--- src/rtl/battousai_store_rmw.sv ---
// battousai_store_rmw: RISC-V sb/sh/sw/sd executor, partial stores as read-modify-write of a 64-bit doubleword
module battousai_store_rmw #(
  parameter int MEM_LAT = 1
) (
  input  logic        clk,
  input  logic        reset,
  input  logic        start,
  input  logic [31:0] instr,
  input  logic [63:0] addr,
  input  logic [63:0] store_data,
  input  logic [63:0] mem_rdata,
  output logic [63:0] mem_addr,
  output logic        mem_wr,
  output logic [63:0] mem_wdata,
  output logic        busy,
  output logic        done,
  output logic        err
);
  typedef enum logic [2:0] {IDLE, READ, WAIT, WRITE, DONE} state_t;
  localparam int CW = $clog2(MEM_LAT + 1);
  state_t state, nxt;
  logic [CW-1:0] cnt;
  logic [1:0] sz_q;
  logic [63:0] addr_q, sd_q;
  logic err_q;
  logic legal;
  logic unused_instr;
  assign legal = instr[6:0] == 7'h23 && !instr[14];
  assign unused_instr = ^{instr[31:15], instr[11:7]};
  function automatic logic [63:0] merge(input logic [63:0] rd, input logic [63:0] sd, input logic [1:0] sz);
    return sz == 2'd0 ? {rd[63:8], sd[7:0]} :
           sz == 2'd1 ? {rd[63:16], sd[15:0]} :
           sz == 2'd2 ? {rd[63:32], sd[31:0]} : sd;
  endfunction
  always_ff @(posedge clk or negedge reset)
    if (!reset) state <= IDLE;
    else state <= nxt;
  always_comb begin
    nxt = state;
    case (state)
      IDLE:  if (start) nxt = !legal ? DONE : instr[13:12] == 2'd3 ? WRITE : READ;
      READ:  nxt = WAIT;
      WAIT:  if (cnt == CW'(1)) nxt = WRITE;
      WRITE: nxt = DONE;
      DONE:  nxt = IDLE;
      default: nxt = IDLE;
    endcase
  end
  // mem_addr/mem_wdata load on entry to the access state so they are valid for its whole cycle
  always_ff @(posedge clk or negedge reset)
    if (!reset) begin
      cnt <= '0;
      sz_q <= '0;
      addr_q <= '0;
      sd_q <= '0;
      err_q <= 1'b0;
      mem_addr <= '0;
      mem_wdata <= '0;
    end else begin
      if (state == IDLE && start) begin
        sz_q <= instr[13:12];
        addr_q <= addr;
        sd_q <= store_data;
        err_q <= !legal;
      end
      if (state == READ) cnt <= CW'(MEM_LAT);
      else if (state == WAIT) cnt <= cnt - 1'b1;
      if (nxt == READ || nxt == WRITE) mem_addr <= state == IDLE ? addr : addr_q;
      if (nxt == WRITE) mem_wdata <= state == IDLE ? store_data : merge(mem_rdata, sd_q, sz_q);
    end
  assign mem_wr = state == WRITE;
  assign busy = state != IDLE;
  assign done = state == DONE;
  assign err = done && err_q;
endmodule

--- config.mk ---
export PLATFORM = sky130hd
export DESIGN_NAME = battousai_store_rmw
export DESIGN_NICKNAME = d
export VERILOG_FILES = /design/src/rtl/battousai_store_rmw.sv
export SDC_FILE = /design/constraint.sdc
export NUM_CORES = 1
export LEC_CHECK = 0
export CORE_ASPECT_RATIO = 0.7
export CORE_UTILIZATION = 40
export CTS_CLUSTER_DIAMETER = 100
export DETAILED_ROUTE_END_ITERATION = 10
export GPL_ROUTABILITY_DRIVEN = 0
export HOLD_SLACK_MARGIN = 0.12
export PLACE_DENSITY = 0.7
export SLEW_MARGIN = 20
export SYNTH_ARGS = -nofsm -noshare
export SYNTH_HDL_FRONTEND = slang
export SYNTH_SLANG_ARGS = --single-unit
--- constraint.sdc ---
create_clock -name clk -period 3.2 [get_ports clk]
set_input_delay 0.64 -clock clk [delete_from_list [all_inputs] [get_ports clk]]
set_output_delay 0.64 -clock clk [all_outputs]
set_load 0.05 [all_outputs]
### Yosys cells after proc, flatten, opt, wreduce, memory -nomap -nowiden

Cells that the tools add are included.
W data, S select, Z words.

| word-level totals | value |
|---|---|
| register bits after elaboration | 263 |
| bits of input ports | 227 |
| output and inout port bits | 132 |

| cells by class | value |
|---|---|
| add/subtract/negate cells | 1 |
| eq/ne operators | 10 |
| mux-type cells | 12 |
| reduce and logical (&&, ||, !) cells | 10 |

Operators by type and width:

| kind | number |
|---|---|
| $mux W64 | 5 |
| $pmux W3 S4 | 1 |
| $eq A3 B2 Y1 const B | 3 |
| $mux W3 | 3 |
| $eq A7 B6 Y1 const B | 1 |
| $eq A3 B1 Y1 const B | 2 |
| $eq A2 B2 Y1 const B | 2 |
| $eq A3 B3 Y1 const B | 1 |
| $logic_and A1 B1 Y1 | 3 |
| $logic_not A3 Y1 | 1 |
| $reduce_bool A3 Y1 | 1 |
| $eq A2 B1 Y1 const B | 1 |
| $logic_not A1 Y1 | 2 |
| $logic_not A2 Y1 | 1 |
| $mux W1 | 2 |
| $mux W2 | 1 |
| $reduce_bool A2 Y1 | 1 |
| $logic_or A1 B1 Y1 | 1 |
| $sub A1 B1 Y1 const B | 1 |

### Depth between registers and ports, before layout

Gate-level depths: netlist (run 1).

| logic depth | value |
|---|---|
| depth in word-level cells | 7 |
| gate-level depth with buffers | 7 |

### Least setup slack after synthesis (run 1)

No wires, ideal clock.

| path | value |
|---|---|
| path type | input to register |
| from | input instr[4] |
| to | register mem_wdata[10] |
| arrival | 2.211 ns |
| slack | 0.865 ns |
| cell stages on the path | 5 |
| path buffers | 1 |
| cell sequence | nor4b_1 nand4_1 o31ai_4 buf_6 mux2_2 |

| on the way | value |
|---|---|
| longest elaborated chain between the ends | 6 |

RTL lines:

| item | line | text |
|---|---|---|
| from (decl) | 8 | `input logic [31:0] instr,` |
| $eq A7 B6 Y1 | 28 | `assign legal = instr[6:0] == 7'h23 && !instr[14];` |
| $logic_and A1 B1 Y1 | 28 |  |
| $mux W3 (2 in series) | 41 | `IDLE: if (start) nxt = !legal ? DONE : instr[13:12] == 2'd3 ? WRITE : READ;` |
| $pmux W3 S4 | 40 | `case (state)` |
| $eq A3 B2 Y1 | 69 | `if (nxt == WRITE) mem_wdata <= state == IDLE ? store_data : merge(mem_rdata, sd_q, sz_q);` |
| to (signal assigned) | 69 |  |
| to (decl) | 14 | `output logic [63:0] mem_wdata,` |

No other way between the ends.
A chain may end at the register's enable or synchronous reset.

### Worst setup path after layout (run 1)

| path | value |
|---|---|
| from | register state[0] |
| to | output err |

| on the way | value |
|---|---|
| longest elaborated chain between the ends | 2 |

RTL lines:

| item | line | text |
|---|---|---|
| from (decl) | 21 | `state_t state, nxt;` |
| from (signal assigned) | 37 | `else state <= nxt;` |
| $eq A3 B3 Y1 | 73 | `assign done = state == DONE;` |
| $logic_and A1 B1 Y1 | 74 | `assign err = done && err_q;` |
| to (decl) | 17 | `output logic err` |

No other way between the ends.

==> results of run 1 <==
-- logic make-up after synthesis --
group,share of synthesized area (%)
flops,55.4
buf+inv,2.95
mux,16.9
compound gates,2.79
simple gates,22.0
-- cell type report --
cell class	count	area (um^2)
flip-flops and latches	263	6580
well taps	378	473
inverters	1	3.75
clock buffers	38	787
diodes	1	2.50
multi-input cells	930	4960
clock inverters	12	120
fillers	2503	12400
repair buffers	355	3650
-- flip-flops by register name, summed over array words and instances (netlist names) --
register	cells
mem_wdata	64
cnt	1
addr_q	64
state	3
mem_addr	64
err_q	1
sd_q	64
sz_q	2
-- synth_stat cells --
library cell                 n
sky130_fd_sc_hd__a21o_1      1
sky130_fd_sc_hd__and2_1      2
sky130_fd_sc_hd__and3_1      1
sky130_fd_sc_hd__and3b_1     1
sky130_fd_sc_hd__buf_1       3
sky130_fd_sc_hd__buf_2      16
sky130_fd_sc_hd__buf_4       1
sky130_fd_sc_hd__buf_6       6
sky130_fd_sc_hd__clkbuf_1   48
sky130_fd_sc_hd__dfrtp_1   263
sky130_fd_sc_hd__inv_2       1
sky130_fd_sc_hd__mux2_1      2
sky130_fd_sc_hd__mux2_2    126
sky130_fd_sc_hd__mux2i_1    56
sky130_fd_sc_hd__nand2_1   665
sky130_fd_sc_hd__nand2_2     1
sky130_fd_sc_hd__nand3_1     1
sky130_fd_sc_hd__nand4_1     1
sky130_fd_sc_hd__nor2_1      8
sky130_fd_sc_hd__nor2b_1     1
sky130_fd_sc_hd__nor3_4      1
sky130_fd_sc_hd__nor3b_1     1
sky130_fd_sc_hd__nor4b_1     1
sky130_fd_sc_hd__o21a_1      1
sky130_fd_sc_hd__o21ai_0    59
sky130_fd_sc_hd__o31ai_4     1
-- per-layer routing --
metal	share of wire [%]	track usage, %	up-vias	routed length (um)
met5	0	0	-	0
li1	-	-	4678	-
met2	45	34.8	298	15100
met1	45	30.0	4682	14800
met4	2.1	4.85	0	696
met3	7.9	6.11	52	2610
-- power by group through the flow --
stage | combinational (mW) | sequential [mW] | clock [mW]
final | 1.57 | 3.78 | 3.23
after global routing | 1.73 | 3.82 | 3.46
after CTS | 1.60 | 3.78 | 3.33
after detailed placement | 1.59 | 3.84 | 0
after global placement | 1.55 | 3.83 | 0
after floorplan | 0.641 | 4.06 | 0
-- per-stage QoR --
step | total power, mW | cell area [um^2] | worst slack, ns
2_1_floorplan | 4.70 | 11900 | 0.865
3_5_place_dp | 5.43 | 15700 | 0.264
6_report | 8.59 | 16600 | 0.331
4_1_cts | 8.71 | 16600 | 0.297
3_3_place_gp | 5.38 | 15700 | 0.306
5_1_grt | 9.00 | 16600 | 0.217
-- critical path, cell delays in order (launching register included) --
cell and delay [ns]:
sky130_fd_sc_hd__dfrtp_1 0.44, sky130_fd_sc_hd__nor2_1 0.21, sky130_fd_sc_hd__and3_1 0.18, sky130_fd_sc_hd__clkdlybuf4s50_1 0.83
-- layout by cell type (no fill, tap or decap), types with 2 or more instances in the layout --
cell type                         count
sky130_fd_sc_hd__clkbuf_16           27
sky130_fd_sc_hd__clkbuf_8             7
sky130_fd_sc_hd__mux2_1               2
sky130_fd_sc_hd__clkbuf_1             4
sky130_fd_sc_hd__mux2i_1             56
sky130_fd_sc_hd__clkdlybuf4s50_1    326
sky130_fd_sc_hd__buf_12              13
sky130_fd_sc_hd__mux2_2             126
sky130_fd_sc_hd__inv_6                2
sky130_fd_sc_hd__nor2_1               8
sky130_fd_sc_hd__dfrtp_1            263
sky130_fd_sc_hd__clkinv_2             7
sky130_fd_sc_hd__bufinv_16            2
sky130_fd_sc_hd__o21ai_0             58
sky130_fd_sc_hd__nand2_1            664
sky130_fd_sc_hd__buf_4               15
-- worst max-delay path by stage --
stage               endpoint  slack [ns]
5_1_grt                  err        0.22
4_1_cts                  err        0.30
3_3_place_gp   mem_wdata[12]        0.31
6_report                 err        0.33
3_5_place_dp   mem_wdata[45]        0.26
2_1_floorplan  mem_wdata[10]        0.86
==> results.txt, run 1 <==
----------------------------------------------------
[Outcome]
  Outcome ... finished clean

[Route]
  DRC violations left ... 0
  Count of TritonRoute iterations in the first routing pass ... 5
  Total via count in the routed design ... 9710
  Final wirelength ... 33100 um
  Wire length per cell ... 16.8 um
  Mean number of vias per cell ... 4.91
  Violation count after the first detailed-routing iteration ... 463
  Remaining number of nets flagged by the antenna check after routing ... 0

[Pwr]
  Switching power share of the total ... 28.2%
  Comb pwr share ... 18.3%
  Flop pwr share ... 44.0%
  Power spent charging and discharging nets ... 2.42 mW
  Pwr per Cell Area ... 518 nW/um^2
  Maximum vdd ir drop ... 0.000340 V
  Share of total power in the clock network ... 37.6%
  Internal portion of total power ... 6.17 mW
  Total leakage power ... 8.24 nW

[Clock network]
  Clock tree from TritonCTS ... built
  Latest clock arrival within the worst-skew pair ... 0.55 ns
  Post-CTS setup buffer count ... 0
  Number of cells upsized or downsized after cts ... 0
  Clock sink count ... 263
  Maximum level of the CTS H-tree ... 1
  Clk slew on worst S/H paths ... 0.06 ns
  Clock Root Buffer ... sky130_fd_sc_hd__clkbuf_16
  # hold bufs at CTS ... 0
  Number of CTS-inserted buffers ... 27
  Maximum buffer depth of the clock tree ... 3

[Die]
  Y dimension of the die ... 146 um
  Die footprint ... 30400 um^2
  Num ports ... 359
  Area of the core ... 29000 um^2
  Number of placement rows ... 52
  Chip Width ... 208 um
  Starting utilization of the core area ... 40.9%

[Timing]
  Final worst clock skew ... 0.0300 ns
  Post-Route Setup TNS ... 0 ns
  Final Hold Viols ... 0
  Final-report setup violation count ... 0
  Worst relative slew slack ... 38.7%
  Transition time at the pin with the least slew margin ... 0.920 ns
  Post-layout min period ... 2.87 ns
  Slew Limit Fails ... 0
  Highest Clock Rate ... 349 MHz
  Final worst hold slack ... 0.123 ns
  RSZ-0062 raised after global routing ... false
  Period Utilization, post-route ... 89.7%

[Place]
  Total placed cells including tap cells ... 1927
  Number of input and output port buffers inserted ... 328
  Post-detailed-placement half-perimeter wirelength ... 21800 um

[Yosys]
  Cell count after synthesis ... 1268
  Ranking of synthesized cells by area ... sky130_fd_sc_hd__dfrtp_1 55%, sky130_fd_sc_hd__nand2_1 21%, sky130_fd_sc_hd__mux2_2 12%
  Syn Area/Cell ... 9.37 um^2
  Number of different library cells in the post-synthesis netlist ... 26
  Syn_nets ... 1495
  FF+latch count, synth ... 263
  Dominant cell type by area after synthesis ... sky130_fd_sc_hd__dfrtp_1
  Top cell type's share of synthesized area ... 55.4%
  Synth Cell Area ... 11900 um^2
  Sequential-to-total area share from yosys stat ... 55.4%
  Synth warn ... 0

[Worst setup path]
  Data arrival at the endpoint of the critical path ... 2.23 ns
  Sort of element at the end of the critical path ... primary output
  Worst Path Required ... 2.56 ns
  Register-to-register path setup slack ... 0.80 ns
  Worst-path maximum fanout ... 5
  Startpoint class of the critical path ... flop
  Worst R2R Path Depth ... 6
  Category of the most critical setup path ... flop to primary output
  Worst flop-to-flop path endpoint ... addr_q[39]
  Start of the worst register-to-register path ... state[2]
  Worst setup path startpoint ... state[0]

[Global routing]
  Global route overflow ... 0
  Initial antenna violation count ... 1
  Largest net degree at the start of global routing ... 122
  Via count of the first global-routing pass ... 9805
  Overall fraction of global-route tracks in use ... 22.0%
  First-pass GRT wire length ... 53600 um

[Cells and area]
  Area growth from synthesis to final layout ... 39.6%
  Proportion of layout cells with a drive suffix above 1 ... 13.0%
  Share of the core filled with cells in the final layout ... 57.1%
  Net count, final ... 1805
  Non-Filler Instances ... 1978

[Flow run]
  Max-cap violation count ... 0

[Min path]
  Worst hold path type ... input port to asynchronous set/reset pin

----------------------------------------------------
(Power assumes the default switching activity.)
==> run 2: changes to the inputs <==
--- a/config.mk
+++ b/config.mk
@@ -12,6 +12,7 @@
 export GPL_ROUTABILITY_DRIVEN = 0
 export HOLD_SLACK_MARGIN = 0.12
 export PLACE_DENSITY = 0.7
+export SETUP_SLACK_MARGIN = 0.2
 export SLEW_MARGIN = 20
 export SYNTH_ARGS = -nofsm -noshare
 export SYNTH_HDL_FRONTEND = slang
==> results of run 2 <==
Same layout as run 1: the final DEF is identical, and so are final timing and power.
==> run 3: changes to the inputs <==
--- a/config.mk
+++ b/config.mk
@@ -6,6 +6,7 @@
 export NUM_CORES = 1
 export LEC_CHECK = 0
 export CORE_ASPECT_RATIO = 0.7
+export CORE_MARGIN = 1
 export CORE_UTILIZATION = 40
 export CTS_CLUSTER_DIAMETER = 100
 export DETAILED_ROUTE_END_ITERATION = 10
==> results of run 3 <==
Same layout as run 1: the final DEF is identical, and so are final timing and power.
